File: src/rtl/multicycle_ctrl.sv
// Multicycle main-control FSM for the byte-capable MIPS core.
// Sequences fetch/decode/execute/memory/writeback over a shared ALU and a
// unified memory, and bounds every memory wait with a timeout counter.
module multicycle_ctrl #(
    parameter int WAIT_LIMIT = 15,
    parameter int CNT_W      = 8
) (
    input  logic       clk,
    input  logic       reset,
    input  logic [5:0] op,
    input  logic [5:0] funct,
    input  logic       zero,
    input  logic       mem_ready,
    output logic       iord,
    output logic       memwrite,
    output logic       irwrite,
    output logic       regdst,
    output logic       memtoreg,
    output logic       regwrite,
    output logic       alusrca,
    output logic [1:0] alusrcb,
    output logic [1:0] pcsrc,
    output logic       pcen,
    output logic [3:0] alucontrol,
    output logic       byte_enable,
    output logic       illegal_op,
    output logic       mem_timeout,
    output logic [3:0] state
);

    typedef enum logic [3:0] {
        S_FETCH  = 4'd0,
        S_DECODE = 4'd1,
        S_MEMADR = 4'd2,
        S_MEMRD  = 4'd3,
        S_MEMWB  = 4'd4,
        S_MEMWR  = 4'd5,
        S_EXEC   = 4'd6,
        S_ALUWB  = 4'd7,
        S_BRANCH = 4'd8,
        S_ADDIEX = 4'd9,
        S_ADDIWB = 4'd10,
        S_JUMP   = 4'd11
    } state_t;

    localparam logic [5:0] OP_R    = 6'b000000;
    localparam logic [5:0] OP_LW   = 6'b100011;
    localparam logic [5:0] OP_LB   = 6'b100000;
    localparam logic [5:0] OP_SW   = 6'b101011;
    localparam logic [5:0] OP_SB   = 6'b101000;
    localparam logic [5:0] OP_BEQ  = 6'b000100;
    localparam logic [5:0] OP_BNE  = 6'b000101;
    localparam logic [5:0] OP_ADDI = 6'b001000;
    localparam logic [5:0] OP_J    = 6'b000010;

    localparam logic [5:0] F_ADD = 6'b100000;
    localparam logic [5:0] F_SUB = 6'b100010;
    localparam logic [5:0] F_AND = 6'b100100;
    localparam logic [5:0] F_OR  = 6'b100101;
    localparam logic [5:0] F_SLT = 6'b101010;

    localparam logic [3:0] ALU_ADD = 4'b0010;
    localparam logic [3:0] ALU_SUB = 4'b0110;
    localparam logic [3:0] ALU_AND = 4'b0000;
    localparam logic [3:0] ALU_OR  = 4'b0001;
    localparam logic [3:0] ALU_SLT = 4'b0111;

    localparam logic [5:0] LEGAL_OPS [9] = '{OP_R, OP_LW, OP_LB, OP_SW, OP_SB,
                                            OP_BEQ, OP_BNE, OP_ADDI, OP_J};
    localparam logic [5:0] LEGAL_FUNCTS [5] = '{F_ADD, F_SUB, F_AND, F_OR, F_SLT};

    state_t           state_q, state_d;
    logic [CNT_W-1:0] cnt_q, cnt_d;

    logic [8:0] op_hit;
    logic [4:0] funct_hit;
    logic       is_r, is_load, is_store, is_byte, instr_legal;
    logic       in_wait, wait_expired;

    // Raw strobes before the reset gate
    logic pcwrite_raw, branch_raw, irwrite_raw, regwrite_raw, memwrite_raw;
    logic illegal_raw, timeout_raw;

    genvar gi;
    generate
        for (gi = 0; gi < 9; gi++) begin : g_op_hit
            assign op_hit[gi] = (op == LEGAL_OPS[gi]);
        end
        for (gi = 0; gi < 5; gi++) begin : g_funct_hit
            assign funct_hit[gi] = (funct == LEGAL_FUNCTS[gi]);
        end
    endgenerate

    // R-type with an unsupported funct is rejected in DECODE, so EXEC only sees legal functs
    assign is_r        = (op == OP_R);
    assign is_load     = (op == OP_LW) || (op == OP_LB);
    assign is_store    = (op == OP_SW) || (op == OP_SB);
    assign is_byte     = (op == OP_LB) || (op == OP_SB);
    assign instr_legal = (|op_hit) && (!is_r || (|funct_hit));

    // Memory-wait states share one counter; expiry means this cycle is the last allowed miss
    assign in_wait      = (state_q == S_FETCH) || (state_q == S_MEMRD) || (state_q == S_MEMWR);
    assign wait_expired = in_wait && !mem_ready && (cnt_q == CNT_W'(WAIT_LIMIT - 1));

    // State and wait-counter registers
    always_ff @(posedge clk or negedge reset) begin
        if (!reset) begin
            state_q <= S_FETCH;
            cnt_q   <= '0;
        end else begin
            state_q <= state_d;
            cnt_q   <= cnt_d;
        end
    end

    // Next-state, datapath selects, raw strobes and wait-counter update
    always_comb begin
        state_d      = state_q;
        cnt_d        = cnt_q;
        iord         = 1'b0;
        regdst       = 1'b0;
        memtoreg     = 1'b0;
        alusrca      = 1'b0;
        alusrcb      = 2'b00;
        pcsrc        = 2'b00;
        alucontrol   = ALU_AND;
        byte_enable  = 1'b0;
        pcwrite_raw  = 1'b0;
        branch_raw   = 1'b0;
        irwrite_raw  = 1'b0;
        regwrite_raw = 1'b0;
        memwrite_raw = 1'b0;
        illegal_raw  = 1'b0;
        timeout_raw  = 1'b0;

        case (state_q)
            S_FETCH: begin
                alusrcb    = 2'b01;
                alucontrol = ALU_ADD;
                if (mem_ready) begin
                    irwrite_raw = 1'b1;
                    pcwrite_raw = 1'b1;
                    state_d     = S_DECODE;
                end else if (wait_expired) begin
                    // PC untouched, so the retry fetches the same address
                    timeout_raw = 1'b1;
                    state_d     = S_FETCH;
                end
            end
            S_DECODE: begin
                alusrcb    = 2'b11;
                alucontrol = ALU_ADD;
                if (!instr_legal) begin
                    illegal_raw = 1'b1;
                    state_d     = S_FETCH;
                end else if (is_load || is_store) begin
                    state_d = S_MEMADR;
                end else if (is_r) begin
                    state_d = S_EXEC;
                end else if ((op == OP_BEQ) || (op == OP_BNE)) begin
                    state_d = S_BRANCH;
                end else if (op == OP_ADDI) begin
                    state_d = S_ADDIEX;
                end else begin
                    state_d = S_JUMP;
                end
            end
            S_MEMADR: begin
                alusrca     = 1'b1;
                alusrcb     = 2'b10;
                alucontrol  = ALU_ADD;
                byte_enable = is_byte;
                if (is_load) begin
                    state_d = S_MEMRD;
                end else if (is_store) begin
                    state_d = S_MEMWR;
                end else begin
                    state_d = S_FETCH;
                end
            end
            S_MEMRD: begin
                iord        = 1'b1;
                byte_enable = is_byte;
                if (mem_ready) begin
                    state_d = S_MEMWB;
                end else if (wait_expired) begin
                    timeout_raw = 1'b1;
                    state_d     = S_FETCH;
                end
            end
            S_MEMWB: begin
                memtoreg     = 1'b1;
                regwrite_raw = 1'b1;
                byte_enable  = is_byte;
                state_d      = S_FETCH;
            end
            S_MEMWR: begin
                iord         = 1'b1;
                memwrite_raw = 1'b1;
                byte_enable  = is_byte;
                if (mem_ready) begin
                    state_d = S_FETCH;
                end else if (wait_expired) begin
                    timeout_raw = 1'b1;
                    state_d     = S_FETCH;
                end
            end
            S_EXEC: begin
                alusrca = 1'b1;
                case (funct)
                    F_ADD:   alucontrol = ALU_ADD;
                    F_SUB:   alucontrol = ALU_SUB;
                    F_AND:   alucontrol = ALU_AND;
                    F_OR:    alucontrol = ALU_OR;
                    F_SLT:   alucontrol = ALU_SLT;
                    default: alucontrol = ALU_AND;
                endcase
                state_d = S_ALUWB;
            end
            S_ALUWB: begin
                regdst       = 1'b1;
                regwrite_raw = 1'b1;
                state_d      = S_FETCH;
            end
            S_BRANCH: begin
                alusrca    = 1'b1;
                alucontrol = ALU_SUB;
                pcsrc      = 2'b01;
                branch_raw = (op == OP_BEQ) ? zero : ~zero;
                state_d    = S_FETCH;
            end
            S_ADDIEX: begin
                alusrca    = 1'b1;
                alusrcb    = 2'b10;
                alucontrol = ALU_ADD;
                state_d    = S_ADDIWB;
            end
            S_ADDIWB: begin
                regwrite_raw = 1'b1;
                state_d      = S_FETCH;
            end
            S_JUMP: begin
                pcsrc       = 2'b10;
                pcwrite_raw = 1'b1;
                state_d     = S_FETCH;
            end
            default: begin
                state_d = S_FETCH;
            end
        endcase

        // Counter restarts on any state change or abort, and only runs while waiting
        if (!in_wait || (state_d != state_q) || timeout_raw) begin
            cnt_d = '0;
        end else if (!mem_ready) begin
            cnt_d = cnt_q + CNT_W'(1);
        end
    end

    // Strobes are held low for the whole time reset is asserted, not just at the edge
    assign pcen        = reset & (pcwrite_raw | branch_raw);
    assign irwrite     = reset & irwrite_raw;
    assign regwrite    = reset & regwrite_raw;
    assign memwrite    = reset & memwrite_raw;
    assign illegal_op  = reset & illegal_raw;
    assign mem_timeout = reset & timeout_raw;
    assign state       = state_q;

endmodule

File: config.mk
export PLATFORM = sky130hd
export DESIGN_NAME = multicycle_ctrl
export DESIGN_NICKNAME = d
export VERILOG_FILES = /design/src/rtl/multicycle_ctrl.sv
export SDC_FILE = /design/constraint.sdc
export NUM_CORES = 1
export LEC_CHECK = 0
export ABC_AREA = 1
export BUFFER_PORTS_ARGS = -buffer_cell sky130_fd_sc_hd__buf_2
export CORE_UTILIZATION = 50
export DETAILED_ROUTE_END_ITERATION = 10
export PLACE_DENSITY = 0.77
export REMOVE_ABC_BUFFERS = 1
export SETUP_SLACK_MARGIN = 0.5
export SYNTH_ARGS = -nofsm -noshare
export SYNTH_HDL_FRONTEND = slang
export SYNTH_SLANG_ARGS = --single-unit
File: constraint.sdc
create_clock -name clk -period 1.7 [get_ports clk]
set_input_delay 0.34 -clock clk [delete_from_list [all_inputs] [get_ports clk]]
set_output_delay 0.34 -clock clk [all_outputs]
set_load 0.1 [all_outputs]
==> reports/summary.txt, run 1 <==
post-detail-place hpwl - 3.32 mm
#FFs+latches synth - 12
buffers added on ports - 37
ys flop type - dfrtp_1
ys async rst share - 100%
cells taking the most area after synthesis - dfrtp_1 (26%), nand2_1 (15%), nor2_1 (12%)
setup repair bufs after CTS - 9
total CTS buffers - 3
row cnt - 17
GPL Wtd Cong - 0.993
Commonest cells post-synth - nand2_1 (48), nor2_1 (38), inv_1 (31)
io pins - 39
cell area after synthesis - 1160 um^2
syn_area_per_cell - 6.16 um^2
Yosys cell types - 28
Post-Syn Instances - 189
placed cell area - 1900 um^2
Initial Util - 52.6%
Max Root-Sink Buffers - 2
Log Error - [ERROR DPL-0033] detailed placement checks failed during check placement.
top-count cell post-synth - nand2_1
hold buffers post-CTS - 1
sequential-to-total area share from yosys stat - 25.8%
Yosys top cell by area - dfrtp_1
Die W - 50.2 um
post-synth top area share - 25.8%
Post-CTS Resized - 50
CTS Sinks - 12
Stop stage - clock tree synthesis
clock root buffer - clkbuf_4
Syn. warnings - 0
status - did not finish
number of synthesized flops with an enable pin - 0
H-tree levels - 1
die height - 50.2 um
[cells by family after synthesis]
logic type | Yosys count | synth area share [%]
simple gates | 119 | 48.5
buf+inv | 36 | 11.9
compound gates | 14 | 7.53
flops | 12 | 25.8
xor+xnor | 5 | 3.76
fa+ha+maj | 2 | 2.15
other cells | 1 | 0.322
[through the flow]
step / hold slack (ns) / worst slack [ns] / util, % / instances / TNS, ns
after detailed placement: 0.186 / -0.167 / 86.0 / 287 / -0.551
after global placement: 0.185 / -0.0709 / 86.0 / 287 / -0.169
after floorplan: 0.0444 / -2.86 / - / 188 / -26.45
==> run 2: changes to the inputs <==
--- a/config.mk
+++ b/config.mk
@@ -7,11 +7,11 @@
 export LEC_CHECK = 0
 export ABC_AREA = 1
 export BUFFER_PORTS_ARGS = -buffer_cell sky130_fd_sc_hd__buf_2
-export CORE_UTILIZATION = 50
+export CORE_AREA = 2 2 63 65
 export DETAILED_ROUTE_END_ITERATION = 10
-export PLACE_DENSITY = 0.77
+export DIE_AREA = 0 0 65 67
+export PLACE_DENSITY_LB_ADDON = 0.15
 export REMOVE_ABC_BUFFERS = 1
-export SETUP_SLACK_MARGIN = 0.5
 export SYNTH_ARGS = -nofsm -noshare
 export SYNTH_HDL_FRONTEND = slang
 export SYNTH_SLANG_ARGS = --single-unit
==> reports/summary.txt, run 2 <==
status - complete, but fails checks (was did not finish)
failing checks - setup timing
#FFs+latches synth - 12 (unchanged)
Max Root-Sink Buffers - 2 (unchanged)
CP Capture Type - output port
first-pass GRT wire length - 6.67 mm
Final Util - 67.6%
register area - 305 um^2
sequential-to-total area share from yosys stat - 25.8% (unchanged)
clock root buffer - clkbuf_8 (was clkbuf_4)
WL/cell - 12.6 um
Syn. warnings - 0 (unchanged)
number of synthesized flops with an enable pin - 0 (unchanged)
CTS Sinks - 12 (unchanged)
total vias in the final route - 1,549
Power Density - 1520 nW/um^2
CP Max Fanout - 6
Die ar. - 4360 um^2
Post-Syn Instances - 189 (unchanged)
n_diodes - 0
cell area after synthesis - 1160 um^2 (unchanged)
share of cells above drive strength 1 - 54.8%
most frequent cells in the layout - buf_4 (48), nand2_1 (42), nor2_1 (31)
Tcrit/Tclk final - 118%
DRT Pass-1 Iters - 4
ys async rst share - 100% (unchanged)
# fillers - 292
gr usage total - 19.9%
Setup crit start kind - flip-flop
H-tree levels - 1 (unchanged)
Commonest cells post-synth - nand2_1 (48), nor2_1 (38), inv_1 (31) (unchanged)
Initial Util - 32.3% (was 52.6%)
highest clock rate - 500 MHz
CTS clk-pin slew, worst paths - 0.06 ns
worst hold path class - in2async
unrepaired setup endpoints after global routing - true
Crit Path Class - reg2out
DR vias/cell - 4.56
PnR worst setup slack - -0.300 ns
cells taking the most area after synthesis - dfrtp_1 (26%), nand2_1 (15%), nor2_1 (12%) (unchanged)
Die W - 65 um (was 50.2 um)
max reg flops - 8
final net count - 311
CTS tree - built
GPL Wtd Cong - 0.839 (was 0.993)
Leak - 1.23 nW
Top reg by flops - cnt_q
ys flop type - dfrtp_1 (unchanged)
row cnt - 22 (was 17)
TNS Setup - -2.81 ns
final-report hold violation count - 0
post-layout minimum cycle time - 2.00 ns
clk_lat worst skew - 0.25 ns
post-synth top area share - 25.8% (unchanged)
area occupied by multi-input gates - 892 um^2
clock skew - 0.00771 ns
Placeable Area - 3610 um^2
maximum vdd ir drop - 0.645 mV
Yosys cell types - 28 (unchanged)
total grt overflow - 0
antenna violations before repair - 0
post-detail-place hpwl - 2.89 mm (was 3.32 mm)
buffers added on ports - 37 (unchanged)
vias in the first global route - 1,493
Initial DRC Count - 55
syn_area_per_cell - 6.16 um^2 (unchanged)
pin count of the biggest net entering global routing - 9
total CTS buffers - 3 (unchanged)
Final setup viols - 18
Yosys top cell by area - dfrtp_1 (unchanged)
commonest non-fill, non-tap cell in the layout - buf_4
Routed WL - 4.28 mm
die height - 67 um (was 50.2 um)
max-slew violations - 0
max_cap viols - 0
remaining antenna violation count - 0
io pins - 39 (unchanged)
top-count cell post-synth - nand2_1 (unchanged)
DRC violations left - 0
Area growth syn-to-layout - 109%
Worst EP arrival - 1.66 ns
hold buffers post-CTS - 0 (was 1)
CP required - 1.36 ns
-- run 2: cell counts after synthesis --
Identical to the previous run, type by type.
-- run 2: logic make-up after synthesis --
kind of cell | synth area share [%]
adders and majority gates | 2.15
buffers and inverters | 11.9
DFF | 25.8
and+or+nand+nor | 48.5
AOI/OAI and AO/OA | 7.53
other | 0.322
xor gates and xnor gates | 3.76
-- run 2: final timing paths --
| path | startpoint | to | slack [ns] | depth (start not counted) |
|---|---|---|---|---|
| max in group asynchronous | reset | cnt_q[0] | 1.47 | 2 |
| setup / recovery | state[1] | alucontrol[1] | -0.30 | 6 |
| hold / removal | reset | state[3] | 0.09 | 2 |
| setup reg to reg | state[1] | state[2] | 0.09 | 11 |
| hold reg to reg | cnt_q[0] | cnt_q[0] | 0.52 | 2 |
| min in group clk | mem_ready | state[2] | 0.46 | 4 |
-- run 2: area by class of cell --
type	count	share of cell area (%)
Tap cell	48	2.47
Clock buffer	4	2.26
Sequential cell	12	12.5
Multi-Input combinational cell	141	36.6
Inverter	35	5.39
Timing Repair Buffer	100	40.7
-- run 2: worst max-delay path: stages (launching register included) --
cell	delay, ns
dfrtp_2	0.48
nand2_2	0.20
nor2_4	0.08
buf_4	0.14
a31oi_4	0.15
o211ai_1	0.16
buf_12	0.20
-- run 2: power breakdown --
part           leakage [nW]  switching (mW)  internal, mW  total, mW
registers             0.158          0.0735         0.341      0.414
logic                  1.04            1.79          1.19       2.98
clock network        0.0288           0.112         0.205      0.317
-- run 2: per-layer routing --
layer | global-route usage [%] | vias to the layer above | wire length, um
met5 | 0 | - | 0
met1 | 23.3 | 693 | 1880
met3 | 4.56 | 10 | 248
met2 | 35.7 | 49 | 2080
met4 | 6.38 | 0 | 74
li1 | - | 797 | -
-- run 2: per-stage QoR --
step           area [um^2]  hold slack (ns)  setup WS, ns  cells  power (mW)
2_1_floorplan         1160           0.0444         -2.86    188        1.84
3_3_place_gp          2040            0.345        -0.116    322        2.81
3_5_place_dp          2040            0.341        -0.167    322        2.81
4_1_cts               2320           0.0854        -0.249    336        3.43
5_1_grt               2440            0.103        -0.357    340        3.87
6_report              2440           0.0941        -0.300    340        3.71
-- run 2: repair_timing --
action,in CTS,in global routing
setup buffers,10,5
pin swaps,10,7
resized for setup,43,26
endpoints found under the setup margin,18,20
gates cloned,0,0
Note: power is estimated with default switching activity, not from simulation.
==> run 3: changes to the inputs <==
==> constraint.sdc (replaced) <==
create_clock -name clk -period 2.3 [get_ports clk]
set_input_delay 0.46 -clock clk [delete_from_list [all_inputs] [get_ports clk]]
set_output_delay 0.46 -clock clk [all_outputs]
set_load 0.1 [all_outputs]
==> reports/summary.txt, run 3 (synthesis gave the netlist of run 2 again) <==
Reg2Reg Launch Point - cnt_q[0] (was state[1])
post-layout minimum cycle time - 2.20 ns
Final setup viols - 0 (was 18)
DR vias/cell - 4.36 (was 4.56)
CP Max Fanout - 6 (unchanged)
highest clock rate - 454 MHz
most frequent cells in the layout - nand2_1 (48), nor2_1 (37), inv_1 (31), buf_2 (31), dfrtp_1 (12) (was buf_4 (48), nand2_1 (42), nor2_1 (31))
Tcrit/Tclk final - 95.7%
clock root buffer - clkbuf_8 (unchanged)
commonest non-fill, non-tap cell in the layout - nand2_1 (was buf_4)
remaining antenna violation count - 0 (unchanged)
io pins - 39 (unchanged)
max reg flops - 8 (unchanged)
max_cap viols - 0 (unchanged)
total grt overflow - 0 (unchanged)
R2R setup slack - 0.91 ns (was 0.09 ns)
Routed WL - 2.84 mm (was 4.28 mm)
Area growth syn-to-layout - 33.4% (was 109%)
Pwr Total - 1.85 mW (was 3.71 mW)
Crit Path Class - reg2out (unchanged)
maximum vdd ir drop - 0.332 mV (was 0.645 mV)
total CTS buffers - 3 (unchanged)
buffers added on ports - 37 (unchanged)
Leak - 0.852 nW (was 1.23 nW)
post-route cell area - 1550 um^2 (was 2440 um^2)
Die W - 65 um (unchanged)
gr usage total - 14.9% (was 19.9%)
Die ar. - 4360 um^2 (unchanged)
Top reg by flops - cnt_q (unchanged)
Initial DRC Count - 52 (was 55)
CTS clk-pin slew, worst paths - 0.05 ns (was 0.06 ns)
worst hold path class - in2async (unchanged)
placed cells - 274 (was 322)
TNS Setup - 0 ns (was -2.81 ns)
GPL Wtd Cong - 0.829 (was 0.839)
Max Root-Sink Buffers - 2 (unchanged)
Setup crit start kind - flip-flop (unchanged)
max-slew violations - 0 (unchanged)
Worst EP arrival - 1.74 ns (was 1.66 ns)
DRC violations left - 0 (unchanged)
vias in the first global route - 1,132 (was 1,493)
share of cells above drive strength 1 - 28.7% (was 54.8%)
final net count - 249 (was 311)
pin count of the biggest net entering global routing - 9 (unchanged)
H-tree levels - 1 (unchanged)
status - complete, no violations (was complete, but fails checks)
placed cell area - 1480 um^2 (was 2040 um^2)
WL/cell - 10.2 um (was 12.6 um)
final-report hold violation count - 0 (unchanged)
row cnt - 22 (unchanged)
antenna violations before repair - 0 (unchanged)
CTS Sinks - 12 (unchanged)
CTS tree - built (unchanged)
hold buffers post-CTS - 0 (unchanged)
Worst Reg-to-Reg Cells - 11 (unchanged)
die height - 67 um (unchanged)
first-pass GRT wire length - 5.03 mm (was 6.67 mm)
r2r endpoint - state[2] (unchanged)
clock skew - 0.00449 ns (was 0.00771 ns)
n_diodes - 0 (unchanged)
DRT Pass-1 Iters - 4 (unchanged)
Power Density - 1190 nW/um^2 (was 1520 nW/um^2)
Placeable Area - 3610 um^2 (unchanged)
CP Capture Type - output port (unchanged)
count of non-filler cells in the finished layout - 278 (was 340)
post-detail-place hpwl - 2.41 mm (was 2.89 mm)
CP required - 1.84 ns (was 1.36 ns)
Final Util - 43.1% (was 67.6%)
Initial Util - 32.3% (unchanged)
clk_lat worst skew - 0.24 ns (was 0.25 ns)
total vias in the final route - 1,213 (was 1,549)
==> run 3: worst max path at each step <==
stage	from	end	slack [ns]	cells past startpoint
3_5_place_dp	op[1]	illegal_op	0.20	7
6_report	state[2]	pcen	0.1	6
4_1_cts	state[1]	pcen	0.05	6
5_1_grt	state[2]	pcen	-0.005	6
3_3_place_gp	op[1]	illegal_op	0.21	7
2_1_floorplan	state[0]	byte_enable	-2.38	6
==> run 3: area by class of cell <==
| class | instances | area (um^2) |
|---|---|---|
| Clock buffer | 4 | 55.1 |
| Fill cell | 379 | 2050 |
| Inverter | 35 | 131 |
| Multi-Input combinational cell | 141 | 736 |
| Sequential cell | 12 | 300 |
| Tap cell | 48 | 60.1 |
| Timing Repair Buffer | 38 | 270 |
==> run 3: what timing repair did <==
action                                  in CTS  in global routing
setup buffers                                0                  0
gates resized for setup                      0                  4
endpoints found under the setup margin       0                  3
==> run 3: worst max-delay path, stage by stage, from the launching register on <==
cell and delay (ns):
dfrtp_1 0.45, inv_2 0.12, nand2_1 0.16, nor2_2 0.20, nand3_1 0.16, a21oi_2 0.21
buf_12 0.20
==> run 3: per-stage QoR <==
stage	worst slack [ns]	hold WS (ns)
CTS	0.0536	0.0618
detailed placement	0.203	0.321
floorplan	-2.38	0.164
global placement	0.211	0.319
global route	-0.00485	0.0551
finish	0.0992	0.0554
==> run 3: power by group <==
part	total [mW]	switching [mW]	internal (mW)	leakage, nW
Clock	0.225	0.0745	0.151	0.0288
Sequential	0.298	0.0509	0.248	0.164
Combinational	1.33	1.05	0.282	0.659
Total	1.85	1.17	0.680	0.852
==> run 3: per-layer routing <==
metal | global-route usage (%) | share of wire (%) | vias up
met2 | 22.4 | 42 | 27
met5 | 0 | 0 | -
met3 | 3.72 | 5.1 | 0
li1 | - | - | 673
met1 | 21.4 | 53 | 513
met4 | 3.19 | 0 | 0
